<file path="src/rtl/reg_sweep_sched_pkg.sv">
// Shared types and helpers for the register-file sweep scheduler.
package reg_sweep_sched_pkg;

    localparam int unsigned REG_W = 5;

    typedef enum logic [1:0] {
        StIdle  = 2'd0,
        StSweep = 2'd1,
        StDone  = 2'd2
    } state_e;

    typedef enum logic [1:0] {
        GntNone  = 2'd0,
        GntSweep = 2'd1,
        GntDir   = 2'd2
    } gnt_e;

    // Register numbers wrap modulo 32 on their own; callers decide whether that is legal.
    function automatic logic [REG_W-1:0] next_reg(input logic [REG_W-1:0] r, input logic up);
        return up ? r + 1'b1 : r - 1'b1;
    endfunction

    function automatic logic at_edge(input logic [REG_W-1:0] r, input logic up);
        return up ? (r == '1) : (r == '0);
    endfunction

endpackage

</file>
<file path="src/rtl/reg_sweep_sched_rr_arb2.sv">
// Two-requester round-robin arbiter (sweep vs. direct write); the pointer moves only on contention.
module reg_sweep_sched_rr_arb2
    import reg_sweep_sched_pkg::*;
(
    input  logic clock,
    input  logic reset,
    input  logic req_sweep_i,
    input  logic req_dir_i,
    output gnt_e gnt_o
);

    // ptr_q = 1: direct wins the next contention.
    logic ptr_q, ptr_d;

    always_comb begin
        gnt_o = GntNone;
        ptr_d = ptr_q;
        if (req_sweep_i && req_dir_i) begin
            gnt_o = ptr_q ? GntDir : GntSweep;
            ptr_d = ~ptr_q;
        end else if (req_dir_i) begin
            gnt_o = GntDir;
        end else if (req_sweep_i) begin
            gnt_o = GntSweep;
        end
    end

    always_ff @(posedge clock) begin
        if (reset) begin
            ptr_q <= 1'b1;
        end else begin
            ptr_q <= ptr_d;
        end
    end

endmodule

</file>
<file path="src/rtl/reg_sweep_sched.sv">
// Register-file write sweep sequencer sharing the write port with direct writes.
// Define SWEEP_WRAP_EN to wrap register numbers instead of stopping at 0/31 with err.
module reg_sweep_sched
    import reg_sweep_sched_pkg::*;
#(
    parameter int unsigned DATA_W = 32,
    parameter int unsigned LEN_W  = 4
) (
    input  logic              clock,
    input  logic              reset,
    input  logic              cmd_valid,
    output logic              cmd_ready,
    input  logic [REG_W-1:0]  cmd_base,
    input  logic [LEN_W-1:0]  cmd_len,
    input  logic              cmd_dir,
    input  logic [DATA_W-1:0] cmd_data,
    input  logic              dir_valid,
    output logic              dir_ready,
    input  logic [REG_W-1:0]  dir_regnum,
    input  logic [DATA_W-1:0] dir_data,
    output logic              wr_en,
    output logic [REG_W-1:0]  wr_regnum,
    output logic [DATA_W-1:0] wr_data,
    output logic              busy,
    output logic              done,
    output logic              err
);

    state_e             state_q, state_d;
    logic [REG_W-1:0]   cur_reg_q, cur_reg_d;
    logic [DATA_W-1:0]  cur_data_q, cur_data_d;
    logic [LEN_W-1:0]   rem_q, rem_d;
    logic               dir_q, dir_d;
    logic               wr_en_q, wr_en_d;
    logic [REG_W-1:0]   wr_regnum_q, wr_regnum_d;
    logic [DATA_W-1:0]  wr_data_q, wr_data_d;
    logic               done_q, done_d;
    logic               err_q, err_d;
    logic               cmd_acc;
    gnt_e               gnt;

    assign cmd_ready = (state_q == StIdle);
    assign cmd_acc   = cmd_valid && cmd_ready;
    assign dir_ready = (gnt == GntDir);

    reg_sweep_sched_rr_arb2 u_arb (
        .clock       (clock),
        .reset       (reset),
        .req_sweep_i (state_q == StSweep),
        .req_dir_i   (dir_valid),
        .gnt_o       (gnt)
    );

    always_comb begin
        state_d     = state_q;
        cur_reg_d   = cur_reg_q;
        cur_data_d  = cur_data_q;
        rem_d       = rem_q;
        dir_d       = dir_q;
        wr_en_d     = 1'b0;
        wr_regnum_d = wr_regnum_q;
        wr_data_d   = wr_data_q;
        err_d       = err_q;

        unique case (gnt)
            GntDir: begin
                wr_en_d     = 1'b1;
                wr_regnum_d = dir_regnum;
                wr_data_d   = dir_data;
            end
            GntSweep: begin
                wr_en_d     = 1'b1;
                wr_regnum_d = cur_reg_q;
                wr_data_d   = cur_data_q;
                cur_reg_d   = next_reg(cur_reg_q, dir_q);
                cur_data_d  = cur_data_q + 1'b1;
                rem_d       = rem_q - 1'b1;
            end
            default: ;
        endcase

        case (state_q)
            StIdle: begin
                if (cmd_acc) begin
                    cur_reg_d  = cmd_base;
                    cur_data_d = cmd_data;
                    rem_d      = cmd_len;
                    dir_d      = cmd_dir;
                    err_d      = 1'b0;
                    state_d    = (cmd_len == '0) ? StDone : StSweep;
                end
            end
            StSweep: begin
                if (gnt == GntSweep) begin
                    if (rem_q == LEN_W'(1)) begin
                        state_d = StDone;
                    end
`ifndef SWEEP_WRAP_EN
                    // Walking off either end of the register file ends the sweep early.
                    else if (at_edge(cur_reg_q, dir_q)) begin
                        state_d = StDone;
                        err_d   = 1'b1;
                    end
`endif
                end
            end
            StDone:  state_d = StIdle;
            default: state_d = StIdle;
        endcase

        done_d = (state_d == StDone);
    end

    always_ff @(posedge clock) begin
        if (reset) begin
            state_q     <= StIdle;
            cur_reg_q   <= '0;
            cur_data_q  <= '0;
            rem_q       <= '0;
            dir_q       <= 1'b0;
            wr_en_q     <= 1'b0;
            wr_regnum_q <= '0;
            wr_data_q   <= '0;
            done_q      <= 1'b0;
            err_q       <= 1'b0;
        end else begin
            state_q     <= state_d;
            cur_reg_q   <= cur_reg_d;
            cur_data_q  <= cur_data_d;
            rem_q       <= rem_d;
            dir_q       <= dir_d;
            wr_en_q     <= wr_en_d;
            wr_regnum_q <= wr_regnum_d;
            wr_data_q   <= wr_data_d;
            done_q      <= done_d;
            err_q       <= err_d;
        end
    end

    assign wr_en     = wr_en_q;
    assign wr_regnum = wr_regnum_q;
    assign wr_data   = wr_data_q;
    assign busy      = (state_q != StIdle);
    assign done      = done_q;
    assign err       = err_q;

endmodule
</file>
<file path="config.mk">
export PLATFORM = sky130hd
export DESIGN_NAME = reg_sweep_sched
export DESIGN_NICKNAME = d
export VERILOG_FILES = /design/src/rtl/reg_sweep_sched_pkg.sv /design/src/rtl/reg_sweep_sched_rr_arb2.sv /design/src/rtl/reg_sweep_sched.sv
export SDC_FILE = /design/constraint.sdc
export NUM_CORES = 1
export LEC_CHECK = 0
export ABC_AREA = 1
export CAP_MARGIN = 15
export CORE_MARGIN = 10
export CORE_UTILIZATION = 45
export DETAILED_ROUTE_END_ITERATION = 6
export PLACE_DENSITY = 0.79
export SYNTH_ARGS = -nofsm -noshare
export SYNTH_HDL_FRONTEND = slang
export SYNTH_SLANG_ARGS = --single-unit
</file>
<file path="constraint.sdc">
create_clock -name clock -period 1.8 [get_ports clock]
set_input_delay 0.27 -clock clock [delete_from_list [all_inputs] [get_ports clock]]
set_output_delay 0.27 -clock clock [all_outputs]
set_load 0.01 [all_outputs]
</file>
---- After elaboration in Yosys (flattened, before gate mapping) ----
Cells that the tools add are included.
word-level totals
  memories ................................ 0
  input bits .............................. 83
  bits in writable memories ............... 0
  ROM bits ................................ 0
  latch bits .............................. 0
  flip-flop bits (word level) ............. 85
  logic and storage cells ................. 66
  output and inout port bits .............. 43
operators by class
  order comparisons ....................... 0
  muxes and demuxes ....................... 29
  equal/unequal tests ..................... 10
  shift-type cells ........................ 0
  div/mod/pow operators ................... 0
  reductions and logical operators ........ 11
  bitwise logic cells ..................... 1
  $add $sub $neg .......................... 4
  $mul .................................... 0
operator list
  operator                 count
  $mux W32                 3
  $pmux W32 S2             1
  $add A32 B1 Y32 const B  1
  $mux W5                  4
  $mux W2                  8
  $mux W4                  3
  $pmux W5 S2              1
  $mux W1                  7
  $ne A2 B2 Y1 const B     3
  $reduce_bool A2 Y1       3
  $add A5 B1 Y5 const B    1
  $eq A5 B5 Y1 const B     1
  $logic_not A5 Y1         1
  $reduce_and A5 Y1        1
  $sub A5 B1 Y5 const B    1
  $eq A2 B1 Y1 const B     2
  $eq A2 B2 Y1 const B     2
  $eq A4 B1 Y1 const B     1
  $logic_not A4 Y1         1
  $pmux W2 S2              1
  $sub A4 B1 Y4 const B    1
  $logic_and A1 B1 Y1      2
  $logic_not A2 Y1         1
  $ne A2 B1 Y1 const B     1
  4 further kinds          4

---- Longest topological paths before layout ----
Gate-level depths: netlist (run 1).
  depth in word-level cells ............... 8
  depth in mapped cells ................... 17
  mapped depth without buffers ............ 16

---- Hierarchy ----
From an unflattened synthesis (run 1), not the netlist that was laid out.
unflattened totals
  cell total of the unflattened synthesis .. 706
  area, all modules ....................... 4697.0 um2
modules (own cells, without submodules)
  module                   times used  area each (um2)  sequential area each (um2)  cells each
  reg_sweep_sched          1           4635.7           1681.6                      695
  reg_sweep_sched_rr_arb2  1           61.3             20.0                        11

---- Worst setup path before layout (run 1) ----
No wires, ideal clock.
  path kind ............................... reg2reg
  from .................................... reg state_q[0]
  to ...................................... reg cur_data_q[13]
  library setup time ...................... 0.114 ns
  slack ................................... -0.216 ns
  buffers on the path ..................... 1
  cell stages (with the launch flop) ...... 17
  period minus slack after synthesis ...... 2.016 ns
  arrival ................................. 1.902 ns
  required time ........................... 1.686 ns
  cell sequence ........................... dfxtp_1 -> inv_1 -> nor2_1 -> nand2_1 -> or2_2 -> nand2_1 -> ha_1 -> buf_4 -> nand2_2 -> nor2_4 -> nand2_4 -> nor3_4 -> nand2_2 -> nand2_1 -> nand2_1 -> o21bai_1 -> inv_1
between the ends
  cells in the longest elaborated chain, start to end .. 8
  elaborated cells on any way between the ends .. 11
  classes of those cells .................. eq/ne (2); mux (6); reduce/logical (3)
RTL lines
  what                    line                           RTL
  from (decl)             reg_sweep_sched.sv:29          state_e state_q, state_d;
  from (signal assigned)  reg_sweep_sched.sv:116         state_q <= StIdle;
  from (signal assigned)  reg_sweep_sched.sv:127         state_q <= state_d;
  $eq A2 B1 Y1            reg_sweep_sched.sv:49          .req_sweep_i (state_q == StSweep),
  $mux W1                 reg_sweep_sched_rr_arb2.sv:23  end else if (req_sweep_i) begin
  $mux W2                 reg_sweep_sched_rr_arb2.sv:21  end else if (req_dir_i) begin
  $mux W2                 reg_sweep_sched_rr_arb2.sv:18  if (req_sweep_i && req_dir_i) begin
  $eq A2 B1 Y1            reg_sweep_sched.sv:65          unique case (gnt)
  $mux W32                reg_sweep_sched.sv:65
  $mux W32                reg_sweep_sched.sv:84          if (cmd_acc) begin
  $mux W32 *              reg_sweep_sched.sv:82          case (state_q)
  to (signal assigned)    reg_sweep_sched.sv:129         cur_data_q <= cur_data_d;
  to (decl)               reg_sweep_sched.sv:31          logic [DATA_W-1:0] cur_data_q, cur_data_d;
Every way passes the cells marked *; elsewhere a longest branch is shown, timed or not.
A chain may end at the register's enable or synchronous reset.

---- Final worst setup path (run 1) ----
  from .................................... reg state_q[0]
  to ...................................... reg cur_data_q[7]
Same word-level chain as after synthesis.

==> results.txt, run 1 <==
Worst Skew = 17.03 ps
Crit path max-delay cell type = dfxtp_2
EDFF count, synth = 0
Synth async-reset ratio = 0%
Inserted Diodes = 0
H-Tree Depth = 3
Crit path max-delay family = simple AND/OR/NAND/NOR gates
Outcome = finished, violations left
Avg WL per Cell = 18.07 µm
Largest net degree at the start of global routing = 51
Global route overflow = 0
Drt total wl = 18.49 mm
Core area = 10370 µm²
PnR worst setup slack = -310.5 ps
Setup TNS = -14970 ps
#FFs+latches synth = 85
Slew @ Worst Pin = 397.6 ps
Worst EP required = 2130 ps
Syn Nets = 799
Max-slew violations = 0
Dpl hpwl = 12.40 mm
Drc violations = 0
Num Clock Sinks = 85
Tot Pwr = 5364 µW
Power share of the combinational group = 27.3%
Leak = 0.003253 µW
CTS buffer count = 9
Starting Density = 46.25%
Vias = 5507
Clock Tree Buf Depth = 2
Sw Ratio = 30.56%
Slowest stage delay, CP = 350 ps
Syn-to-layout area delta = 59.67%
Vias in the first global route = 5385
Synth top area share = 35.48%
Worst-path maximum fanout = 6
Hold WC Path Type = reg -> reg
Area leader, netlist = dfxtp_1
Share of layout cells above drive strength 1 = 26.04%
RD Place Congestion = 0.9163
Clock Power Share = 30.7%
Worst Path Arrival = 2440 ps
Antenna-violating nets left = 0
Final hold slack = 473.9 ps
Placed Cells = 975
Worst-skew pair later-pin latency = 380 ps
Cell area after synthesis = 4796 µm²
Failing checks = setup timing
Antenna violations before repair = 0
Non-filler cells, final = 1023
Commonest non-fill, non-tap cell in the layout = clkdlybuf4s50_1
Top_reg_cell synth = dfxtp_1
Place WS = -581.4 ps
Min Tclk post-route = 2110 ps
Cell Int Power = 3725 µW
Synth Instances = 707
Peak VDD IR = 0.4239 mV
Post-DR vias/cell = 5.383
RSZ-0062 raised after global routing = yes
Mean Syn Cell Area = 6.783 µm²
Crit path kind = reg -> reg
Synth top area cells = dfxtp_1 35%, o21ai_0 10%, nand3_1 8.6%
Yosys warns = 0
First-pass GRT wire length = 27.54 mm
Period utilization = 117.2%
Buffers on Ports = 125
Worst setup SP type = flip-flop
Row Count = 37
Cells along the critical path = inv_2, nor2_4, nand2_2, or2_4, nand2_4, ha_4, buf_12, inv_6, buf_12, buf_4, buf_6, nor2_4, nand2_1, nand2_1, o211ai_1, inv_1
Slew margin rel. = 73.46%
CTS tree = yes
Flop pwr share = 42.0%
Final hold violation count = 0
Tot GR Track Use = 22.74%
I/O pin cnt = 126
Setup Viol. Count Final = 82
Sw Pwr = 1639 µW
Chip width = 123.2 µm
Clk Tree Root Cell = clkbuf_8
# nets final = 975
Drt pass-1 iters = 5
CP Buf/Inv Count = 7
Iteration-0 DRC Markers = 420
Max-cap viol count = 0
Crit end category = flip-flop
CTS Hold Bufs = 0
Synth cell types = 42
Fmax = 0.4738 GHz
Pwr/cell area = 700.5 nW/µm²
Register area share after synthesis = 35.48%
DIE HEIGHT = 123.2 µm
Die Area = 15190 µm²
Commonest non-fill, non-tap cells in the layout = 123 x clkdlybuf4s50_1, 91 x nand2_1, 83 x dfxtp_1, 82 x inv_1, 71 x nand3_1
Clock-pin slew on the worst setup and hold paths = 90 ps
[sequential cells by signal, summed over array words and instances (netlist names)]
| signal | flops |
|---|---|
| err | 1 |
| cur_data_q | 32 |
| rem_q | 4 |
| u_arb.ptr_q | 1 |
| done | 1 |
| dir_q | 1 |
| cur_reg_q | 5 |
| wr_data | 32 |
| state_q | 2 |
| wr_en | 1 |
| wr_regnum | 5 |
[worst reg2reg max path, cell delays in order, from the launching register on]
cell and delay [ps]:
dfxtp_2 350, inv_2 50, nor2_4 140, nand2_2 70
or2_4 250, nand2_4 80, ha_4 160, buf_12 140
inv_6 50, buf_12 140, buf_4 130, buf_6 120
nor2_4 110, nand2_1 70, nand2_1 70, o211ai_1 90
inv_1 60
[synth_stat cells (3+ instances only)]
| master | instances |
|---|---|
| clkbuf_1 | 17 |
| nand3b_1 | 4 |
| nand3_1 | 82 |
| inv_1 | 86 |
| dfxtp_1 | 85 |
| nor2_1 | 77 |
| inv_2 | 6 |
| o21bai_1 | 9 |
| nor2_4 | 5 |
| a21oi_1 | 17 |
| nand4_1 | 9 |
| buf_2 | 15 |
| or2_0 | 5 |
| o21ai_0 | 96 |
| o21ai_1 | 9 |
| ha_1 | 8 |
| nor3_1 | 3 |
| o211ai_1 | 11 |
| xor2_1 | 6 |
| nor2_2 | 14 |
| xnor2_1 | 4 |
| nand2_2 | 8 |
| nand2_1 | 108 |
[cell type report]
| cell class | count | area (µm²) |
|---|---|---|
| Inverter | 92 | 356.6 |
| Multi-Input combinational cell | 495 | 3124 |
| Timing Repair Buffer | 200 | 2073 |
| Tap cell | 136 | 170.2 |
| Clock buffer | 11 | 131.4 |
| Sequential cell | 85 | 1704 |
| Clock inverter | 4 | 97.59 |
| Fill cell | 809 | 2713 |
[kinds of logic after synthesis]
group           Yosys count  synth area share [%]
compound gates          149                 16.98
flops                    85                 35.48
simple gates            327                 32.48
fa+ha+maj                 9                 2.505
xor+xnor                 10                 1.826
buf+inv                 127                 10.72
[power by group through the flow]
| stage | sequential (µW) | clock [µW] | combinational [µW] |
|---|---|---|---|
| 2_1_floorplan | 2280 | 0 | 550 |
| 3_3_place_gp | 2250 | 0 | 1170 |
| 3_5_place_dp | 2260 | 0 | 1190 |
| 4_1_cts | 2230 | 1640 | 1320 |
| 5_1_grt | 2270 | 1740 | 1590 |
| 6_report | 2250 | 1650 | 1470 |
[timing repair]
action,4_1_cts,5_1_grt
gates cloned,3,4
pin swaps,42,58
setup buffers,16,16
endpoints found under the setup margin,74,84
resized for setup,113,113
[routing by layer]
metal  global-route usage [%]  part of all wire [%]
met5                        0                     0
met4                    6.914                   2.4
met3                    4.193                   7.3
met2                    38.81                    48
met1                    28.48                    42
[worst paths after layout]
kind,start,end,slack [ps],cells after the start
min reg2reg,err,err,470,2
max,state_q[0],cur_data_q[7],-310,16
max reg2reg,state_q[0],cur_data_q[7],-310,16
min,err,err,470,2
[stage by stage]
step / area, µm² / util (%)
2_1_floorplan: 4843 / -
5_1_grt: 7657 / 73.84
3_5_place_dp: 6435 / 62.05
6_report: 7657 / 73.84
3_3_place_gp: 6435 / 62.05
4_1_cts: 7146 / 68.91
Power figures use the tool's default switching activity.
==> run 2, diff against run 1 <==
- PLACE_DENSITY: 0.79 -> 0.76
==> results.txt, run 2 (synthesis results as in run 1) <==
Outcome = finished, violations left
Failing checks = setup timing
Crit. path cell count = 15 (-1)
Largest net degree at the start of global routing = 41 (-20%)
Crit path max-delay cell type = dfxtp_2
CTS buffer count = 9 (unchanged)
Global route overflow = 0 (unchanged)
Worst-skew pair later-pin latency = 370 ps (about the same)
Period utilization = 113.8% (-3.4 points)
Vias in the first global route = 5092 (-5.4%)
Worst Path Arrival = 2310 ps (-130 ps)
Iteration-0 DRC Markers = 382 (-9.0%)
Flop pwr share = 46.1% (+4.1 points)
Drt total wl = 16.65 mm (-10%)
Slowest stage delay, CP = 350 ps (about the same)
Clock Tree Buf Depth = 2 (unchanged)
Core area = 10370 µm² (unchanged)
Fmax = 0.4881 GHz (+3.0%)
Slew @ Worst Pin = 350.0 ps (-47.54 ps)
Tot GR Track Use = 20.72% (-2.0 points)
Inserted Diodes = 0 (unchanged)
Avg WL per Cell = 16.71 µm (-7.5%)
Reg2reg path depth = 15 (-1)
Antenna-violating nets left = 0 (unchanged)
Final hold violation count = 0 (unchanged)
CTS Hold Bufs = 0 (unchanged)
Syn-to-layout area delta = 48.37%
Min Tclk post-route = 2049 ps (-61.84 ps)
Starting Density = 46.25% (unchanged)
Cell Int Power = 3251 µW (-13%)
Slew margin rel. = 76.67% (+3.2 points)
Sw Ratio = 32.94% (+2.4 points)
Worst-path maximum fanout = 7 (+1)
Hold WC Path Type = reg -> reg
Drc violations = 0 (unchanged)
Setup Viol. Count Final = 75 (-8.5%)
Commonest non-fill, non-tap cell in the layout = clkdlybuf4s50_1
Leak = 0.003020 µW (-7.2%)
Peak VDD IR = 0.4200 mV (-0.91%)
Worst EP required = 2060 ps (-70 ps)
Chip width = 123.2 µm (unchanged)
Share of layout cells above drive strength 1 = 19.77% (-6.3 points)
Buffers on Ports = 125 (unchanged)
Instance area at placement = 6432 µm² (about the same)
PnR worst setup slack = -248.6 ps (+61.84 ps)
Num Clock Sinks = 85 (unchanged)
RD Place Congestion = 0.9289 (+1.4%)
Vias = 5246 (-4.7%)
H-Tree Depth = 3 (unchanged)
Cells along the critical path = inv_2, nor2_4, nand2_2, or2_4, nand2_4, ha_4, nand2_4, nor2_4, buf_6, buf_4, nand2_2, a21oi_2, nand2_1, o211ai_1, inv_1
Dpl hpwl = 11.83 mm (-4.6%)
Worst hold stages = 2 (unchanged)
Crit path max-delay family = simple AND/OR/NAND/NOR gates
Final Cell Area = 7116 µm² (-7.1%)
Post-layout util = 68.62% (-5.2 points)
Row Count = 37 (unchanged)
Area of the multi-input gates = 2925 µm² (-6.4%)
Crit path kind = reg -> reg
Pwr/cell area = 681.3 nW/µm² (-2.7%)
Max-slew violations = 0 (unchanged)
Clock Power Share = 26.4% (-4.3 points)
Drt pass-1 iters = 5 (unchanged)
CP Buf/Inv Count = 4 (-3)
# nets final = 947 (-2.9%)
Sw Pwr = 1597 µW (-2.6%)
Register area = 1704 µm² (unchanged)
DIE HEIGHT = 123.2 µm (unchanged)
Filler cell count = 891 (+10%)
Max-cap viol count = 0 (unchanged)
Post-DR vias/cell = 5.267 (-2.2%)
First-pass GRT wire length = 25.50 mm (-7.4%)
RSZ-0062 raised after global routing = yes
Clk Tree Root Cell = clkbuf_8
Worst setup SP type = flip-flop
Antenna violations before repair = 0 (unchanged)
Power share of the combinational group = 27.5% (+0.2 points)
Clock-pin slew on the worst setup and hold paths = 100 ps (about the same)
Die Area = 15190 µm² (unchanged)
Crit end category = flip-flop
Place WS = -529.3 ps (+52.12 ps)
Commonest non-fill, non-tap cells in the layout = 123 x clkdlybuf4s50_1, 97 x nand2_1, 83 x dfxtp_1, 82 x inv_1, 78 x o21ai_0
Worst Skew = 19.13 ps (+2.092 ps)
I/O pin cnt = 126 (unchanged)
CTS tree = yes
-- run 2: changes by cell type in the layout (fill, tap and decap cells not counted), moves of 15 or more --
cell     delta
buf_4      -21
nor2_1     +19
o21ai_0    +30
nor2_4     -17
o21ai_2    -15
o21ai_1    -15
-- run 2: worst min-delay path, cell delays in order, from the launching register on --
cell and delay (ps):
dfxtp_1 320, nand3_1 70, o21ai_1 50
-- run 2: final timing paths --
path | from | endpoint | slack, ps
worst max-delay path | state_q[0] | cur_data_q[7] | -250
worst max register to register | state_q[0] | cur_data_q[7] | -250
worst min register to register | wr_data[22] | wr_data[22] | 480
worst min-delay path | wr_data[22] | wr_data[22] | 480
-- run 2: layout make-up --
type                            instances  share of cell area (%)
Clock buffer                            9                   1.741
Multi-Input combinational cell        495                   41.11
Tap cell                              136                   2.391
Sequential cell                        85                   23.95
Clock inverter                          7                  0.6858
Timing Repair Buffer                  172                   25.23
Inverter                               92                   4.888
-- run 2: power by group through the flow --
stage / Clock [µW] / Sequential (µW) / Combinational (µW)
final: 1280 / 2230 / 1330
after global routing: 1380 / 2260 / 1460
after CTS: 1300 / 2220 / 1210
after detailed placement: 0 / 2260 / 1190
after global placement: 0 / 2260 / 1160
after floorplan: 0 / 2280 / 550
-- run 2: per-stage QoR --
step | setup TNS, ps | total power (µW) | hold slack [ps] | cells
floorplan | -659.0 | 2825 | 404.9 | 707
global placement | -24180 | 3421 | 454.5 | 968
detailed placement | -29070 | 3453 | 464.0 | 968
CTS | -4740 | 4738 | 478.3 | 987
global route | -17830 | 5096 | 498.1 | 996
finish | -7993 | 4848 | 475.8 | 996
-- run 2: per-layer routing --
layer	global-route usage, %	part of all wire (%)	vias to the layer above
li1	-	-	2604
met4	5.167	1.1	0
met3	4.877	6.5	17
met1	25.47	43	2445
met2	35.69	49	180
met5	0	0	-
-- run 2: timing repair --
| action | in CTS | in global routing |
|---|---|---|
| gates resized for setup | 40 | 77 |
| cloned | 0 | 2 |
| pin swaps | 13 | 33 |
| endpoints found under the setup margin | 79 | 82 |
| buffers inserted | 3 | 10 |
